`src/rtl/csr_access_ctrl.sv`:
```
// csr_access_ctrl: arbitrates core/debug CSR requests and runs each as an atomic read-modify-write.
module csr_access_ctrl #(
  parameter bit DBG_PRIORITY = 1'b0,
  parameter int ADDR_W       = 12
) (
  input  logic              clk,
  input  logic              rst,
  input  logic              hold,
  input  logic [1:0]        req,
  input  logic [1:0]        op_0,
  input  logic [1:0]        op_1,
  input  logic [ADDR_W-1:0] addr_0,
  input  logic [ADDR_W-1:0] addr_1,
  input  logic [31:0]       wdata_0,
  input  logic [31:0]       wdata_1,
  output logic [1:0]        done,
  output logic              err,
  output logic [31:0]       rdata,
  output logic              busy,
  output logic              csr_rd_en,
  output logic              csr_explicit_rd,
  output logic              csr_wr_en,
  output logic [ADDR_W-1:0] csr_addr,
  output logic [31:0]       csr_wr_data,
  input  logic [31:0]       csr_rd_data,
  input  logic              csr_illegal
);
  localparam logic [1:0] IDLE = 2'd0, READ = 2'd1, WRITE = 2'd2, RESP = 2'd3;
  logic [1:0]        state_q, state_d, op_q, op_d, done_q, done_d;
  logic              id_q, id_d, last_q, last_d, ill_q, ill_d, err_q, err_d;
  logic [ADDR_W-1:0] addr_q, addr_d;
  logic [31:0]       wdata_q, wdata_d, old_q, old_d, rdata_q, rdata_d;
  logic              win, wr_need, ro_space;
  assign win      = &req ? (DBG_PRIORITY ? 1'b1 : ~last_q) : req[1];
  assign wr_need  = (op_q == 2'b01) | (op_q[1] & |wdata_q);
  assign ro_space = &addr_q[ADDR_W-1 -: 2];
  always_comb begin
    state_d = state_q;
    op_d    = op_q;
    id_d    = id_q;
    last_d  = last_q;
    addr_d  = addr_q;
    wdata_d = wdata_q;
    old_d   = old_q;
    ill_d   = ill_q;
    done_d  = 2'b00;
    err_d   = 1'b0;
    rdata_d = 32'd0;
    case (state_q)
      IDLE: if (!hold && req != 2'b00) begin
        state_d = READ;
        id_d    = win;
        last_d  = win;
        op_d    = win ? op_1 : op_0;
        addr_d  = win ? addr_1 : addr_0;
        wdata_d = win ? wdata_1 : wdata_0;
      end
      READ: begin
        old_d   = csr_rd_data;
        ill_d   = csr_illegal | (wr_need & ro_space);
        state_d = (wr_need && !ill_d) ? WRITE : RESP;
      end
      WRITE: state_d = RESP;
      default: begin
        state_d     = IDLE;
        done_d[id_q] = 1'b1;
        err_d       = ill_q;
        rdata_d     = ill_q ? 32'd0 : old_q;
      end
    endcase
  end
  always_ff @(posedge clk) begin
    if (rst) begin
      state_q <= IDLE;
      op_q    <= 2'b00;
      id_q    <= 1'b0;
      last_q  <= 1'b1;
      addr_q  <= '0;
      wdata_q <= 32'd0;
      old_q   <= 32'd0;
      ill_q   <= 1'b0;
      done_q  <= 2'b00;
      err_q   <= 1'b0;
      rdata_q <= 32'd0;
    end else begin
      state_q <= state_d;
      op_q    <= op_d;
      id_q    <= id_d;
      last_q  <= last_d;
      addr_q  <= addr_d;
      wdata_q <= wdata_d;
      old_q   <= old_d;
      ill_q   <= ill_d;
      done_q  <= done_d;
      err_q   <= err_d;
      rdata_q <= rdata_d;
    end
  end
  assign done            = done_q;
  assign err             = err_q;
  assign rdata           = rdata_q;
  assign busy            = state_q != IDLE;
  assign csr_rd_en       = state_q == READ;
  assign csr_explicit_rd = state_q == READ;
  assign csr_wr_en       = state_q == WRITE;
  assign csr_addr        = (csr_rd_en | csr_wr_en) ? addr_q : '0;
  assign csr_wr_data     = !csr_wr_en ? 32'd0 :
                           op_q == 2'b01 ? wdata_q :
                           op_q == 2'b10 ? (old_q | wdata_q) : (old_q & ~wdata_q);
endmodule

```
`config.mk`:
```
export PLATFORM = sky130hd
export DESIGN_NAME = csr_access_ctrl
export DESIGN_NICKNAME = d
export VERILOG_FILES = /design/src/rtl/csr_access_ctrl.sv
export SDC_FILE = /design/constraint.sdc
export NUM_CORES = 1
export LEC_CHECK = 0
export ABC_AREA = 1
export BUFFER_PORTS_ARGS = -buffer_cell sky130_fd_sc_hd__buf_2
export CAP_MARGIN = 20
export CORE_ASPECT_RATIO = 0.6
export CORE_MARGIN = 1.5
export CORE_UTILIZATION = 51
export DETAILED_ROUTE_END_ITERATION = 6
export PLACE_DENSITY = 0.85
export SLEW_MARGIN = 20
export SYNTH_ARGS = -nofsm -noshare
export SYNTH_HDL_FRONTEND = slang
export SYNTH_SLANG_ARGS = --single-unit
```
`constraint.sdc`:
```
create_clock -name clk -period 1.9 [get_ports clk]
set_input_delay 0.19 -clock clk [delete_from_list [all_inputs] [get_ports clk]]
set_output_delay 0.19 -clock clk [all_outputs]
set_load 0.02 [all_outputs]
```
* After elaboration in Yosys (flattened, before gate mapping) *
Cells that the tools add are included.

operators by class
  magnitude comparators = 2
  equal/unequal tests = 5
  multiplexer cells = 13
  bitwise gates (word level) = 9
  reduce and logical (&&, ||, !) cells = 14

operators by type and width
  kind                  number
  $mux W32              4
  $and A32 B32 Y32      1
  $not A32 Y32          1
  $or A32 B32 Y32       1
  $reduce_or A32 Y1     1
  $mux W12              2
  $pmux W2 S3           1
  $reduce_and A2 Y1     3
  $reduce_or A5 Y1      1
  $eq A2 B1 Y1 const B  2
  $eq A2 B2 Y1 const B  2
  $mux W2               2
  $reduce_bool A2 Y1    2
  $reduce_or A4 Y1      1
  $logic_and A1 B1 Y1   3
  $mux W1               3
  $or A1 B1 Y1          3
  $and A1 B1 Y1         2
  $logic_not A1 Y1      2
  $logic_not A2 Y1      1
  $lt A1 B2 Y1 const B  1
  $ne A2 B2 Y1 const B  1
  $demux W1 S1          1
  $ge A1 B1 Y1 const B  1
  $not A1 Y1            1

storage, ports and cells
  flip-flop bits (word level) = 118
  output and inout bits = 83

* Logic depth before layout (Yosys ltp) *
  depth in word-level cells = 9
  depth in mapped cells = 12
  gate-level depth less buffers = 12

* Worst setup path after synthesis *
OpenSTA, ideal clock, no wires.

  kind = register to output
  from = register state_q[0]
  to = output port csr_wr_data[0]
  data arrival time = 1.591 ns
  required time = 1.710 ns
  slack = 0.119 ns
  cell stages (with the launch flop) = 6
  path buffers = 1
  cell sequence = dfxtp_1 -> inv_1 -> ha_1 -> inv_1 -> clkbuf_1 -> a211oi_1

between the ends
  word-level cells in the longest chain between the ends = 2

RTL lines
  element                 RTL line  source
  from (decl)             29        logic [1:0] state_q, state_d, op_q, op_d, done_q, done_d;
  from (signal assigned)  86        state_q <= state_d;
  $eq A2 B2 Y1            105       assign csr_wr_en = state_q == WRITE;
  net csr_wr_en           22        output logic csr_wr_en,
  $mux W32                107       assign csr_wr_data = !csr_wr_en ? 32'd0 :
  to (decl)               24        output logic [31:0] csr_wr_data,

The timed path passes the listed nets, and every way through them passes these cells.

* Worst setup path in the final report *
  from = register state_q[0]
  to = output port csr_wr_data[17]

between the ends
  word-level cells in the longest chain between the ends = 2

RTL lines
  element       RTL line
  $eq A2 B2 Y1  105
  $mux W32      107

Every way passes these cells.

==> flow_summary.json <==
{
  "first_global_vias": 5178,
  "hp-class": "input port to register",
  "crit_start": "state_q[0]",
  "htreeDepth": 4,
  "fp.coreArea_um2": 9220,
  "finalWeightedCongestion": 0.962,
  "ys_seq_area_share_pct": 48.5,
  "synthDistinctLibCells": 20,
  "drc": 0,
  "ir_worst_vdd_v": 0.000836,
  "start_kind": "register",
  "start_util_pct": 52.8,
  "synth.avg_cell_area_um2": 7.51,
  "tightest_slew_ns": 0.749,
  "viasPerCell": 5.50,
  "cp-end-kind": "output port",
  "grt-ovfl-total": 0,
  "layout-drive-gt1-share_pct": 35.3,
  "syn_nets": 782,
  "clkSlewWorstSetupHoldPaths_ns": 0.06,
  "slew_headroom_pct": 50.0,
  "tritoncts": "built",
  "synthToLayoutAreaGrowth_pct": 43.8,
  "diodes": 0,
  "slowest_stage": "dfxtp_2",
  "whs_ns": 0.0321,
  "insertion_delay_ns": 0.41,
  "die_area_um2": 10200,
  "rows": 27,
  "setup_violations": 1,
  "crit_chain": "inv_2 -> ha_2 -> inv_2 -> clkbuf_16 -> a211oi_2 -> buf_4",
  "die_y_um": 78.7,
  "period_share_pct": 100,
  "fin_crit_ns": 1.90,
  "grt_pass1_wl_um": 24700,
  "yosysWarningCount": 0,
  "min_from": "wdata_1[30]",
  "r2r_start": "state_q[1]",
  "crit_buf_inv": 4,
  "synth_cells": 648,
  "critPathRequiredTime_ns": 1.71,
  "cts_max_path_buffers": 2,
  "cp_max_fo": 10,
  "drt_iter0_markers": 418,
  "p_per_area_nw_per_um2": 1510,
  "fmax_mhz": 526,
  "critical_path.top_delay_family": "buffers and inverters",
  "final_util_pct": 75.9,
  "max_cap_violations": 0,
  "hold_violations": 0,
  "dpl_cell_area_um2": 6080,
  "crit_top_cell": "inv_2",
  "p_leak_nw": 3.24,
  "cts_root_buf": "clkbuf_16",
  "violations": "negative setup slack",
  "slew_viol_final": 0,
  "firstDrtPassIters": 5,
  "grtUsageTotal_pct": 31.3,
  "critPathArrivalTime_ns": 1.71,
  "path_class": "register to output port",
  "clock-sinks": 118,
  "grt_max_degree": 55,
  "numPortBuffers": 212,
  "fin_nets": 987,
  "rsz0062_at_grt": "true",
  "slowest_delay_ns": 0.34,
  "final_antenna_net_count": 0,
  "finalWorstSetupSlack_ns": -0.000629,
  "outcome": "complete, but fails checks",
  "synth_area_um2": 4870,
  "wl_um": 16300,
  "antenna_found_initial": 0,
  "fin_skew_ns": 0.0100,
  "final_cell_area_um2": 7000,
  "dp_hpwl_um": 10600,
  "routedWlPerCell_um": 16.4,
  "fp.dieW_um": 129,
  "vias": 5476,
  "cts_buffers": 17,
  "ys_ff_latch": 118,
  "pin_count": 213
}
==> worst paths after layout <==
check        slack, ns  cells after the start              end
max            -0.0006                      6  csr_wr_data[17]
min               0.03                      3      wdata_q[30]
max reg2reg       0.20                      6      wdata_q[16]
min reg2reg       0.45                      2        rdata[24]
==> synth_stat cells <==
cell type  instances  share of area (%)
buf_4              3               0.46
buf_2             18                1.9
nand2_1           83                6.4
a221oi_1           1               0.18
nand2_2            1               0.13
xnor2_1            1               0.18
o21ai_1           17                1.7
ha_1               4                1.0
inv_2              4               0.31
nor2_1            60                4.6
o21ai_2            1               0.18
nand3_1            3               0.31
nor2_2             1               0.13
a21oi_1          157                 16
a211oi_1          32                4.9
a21oi_2            2               0.36
dfxtp_1          118                 49
clkbuf_1          25                1.9
inv_1             55                4.2
o21ai_0           62                6.4
==> worst min-delay path, cell delays in order <==
cell and delay (ns):
buf_2 0.10, nand2_1 0.05, a21oi_1 0.05
==> power breakdown <==
group	leakage (nW)	switching (mW)	total (mW)	internal (mW)
registers	0.968	0.453	3.52	3.07
clock network	0.274	1.10	2.98	1.87
logic	1.99	2.59	4.09	1.50
total	3.24	4.14	10.6	6.44
==> state kept, by name (all words and copies together), names as in the netlist <==
signal / cells
addr_q: 12
last_q: 1
wdata_q: 32
done: 2
state_q: 2
id_q: 1
old_q: 32
rdata: 32
err: 1
op_q: 2
ill_q: 1
==> cells in the final DEF, fill, tap and decap left out, types with 2 or more instances in the layout <==
cell type | netlist | final
buf_2 | 18 | 193
a21oi_1 | 157 | 157
dfxtp_1 | 118 | 115
nand2_1 | 83 | 82
o21ai_0 | 62 | 62
nor2_1 | 60 | 60
inv_1 | 55 | 53
buf_4 | 3 | 24
a211oi_2 | 0 | 22
clkbuf_16 | 0 | 19
o21ai_1 | 17 | 17
buf_12 | 0 | 9
a211oi_1 | 32 | 7
clkinv_2 | 0 | 7
inv_2 | 4 | 6
a211oi_4 | 0 | 3
nand3_1 | 3 | 3
clkbuf_8 | 0 | 3
buf_6 | 0 | 3
ha_1 | 4 | 2
clkinvlp_4 | 0 | 2
dfxtp_2 | 0 | 2
==> through the flow <==
| stage | setup WS [ns] | cells | power (mW) | TNS (ns) |
|---|---|---|---|---|
| global placement | 0.322 | 959 | 6.78 | 0 |
| finish | -0.000629 | 995 | 10.6 | -0.000629 |
| floorplan | 0.119 | 648 | 5.73 | 0 |
| global route | -0.0373 | 995 | 11.2 | -0.173 |
| CTS | -0.0607 | 993 | 10.1 | -0.249 |
| detailed placement | 0.207 | 959 | 6.91 | 0 |
==> cells by family after synthesis <==
kind of cell | Yosys count | synth area share, %
adders and majority gates | 4 | 1.03
DFF | 118 | 48.5
buffers and inverters | 105 | 8.79
and+or+nand+nor | 148 | 11.6
xor gates and xnor gates | 1 | 0.180
AOI/OAI and AO/OA | 272 | 29.9
==> metal layers <==
metal | vias to the layer above | wire length, µm | global-route usage (%)
met2 | 332 | 7540 | 50.2
met4 | 0 | 223 | 12.0
met5 | - | 0 | 0
met3 | 23 | 1740 | 9.03
met1 | 2534 | 6780 | 40.0
li1 | 2587 | - | -
==> timing repair <==
action	4_1_cts	5_1_grt
endpoints found under the setup margin	44	44
hold buffers	0	0
gates cloned	0	2
resized for setup	19	51
buffers inserted	3	0
pin swaps	1	8
endpoints found under the hold margin	0	0
==> final cells by class <==
type,instances,area [µm²]
clock buffers,21,470
clock inverters,10,80.1
fillers,704,2220
inverters,59,221
multi-input cells,425,2280
flip-flops and latches,118,2370
well taps,130,163
repair buffers,232,1430
Power figures use the tool's default switching activity.
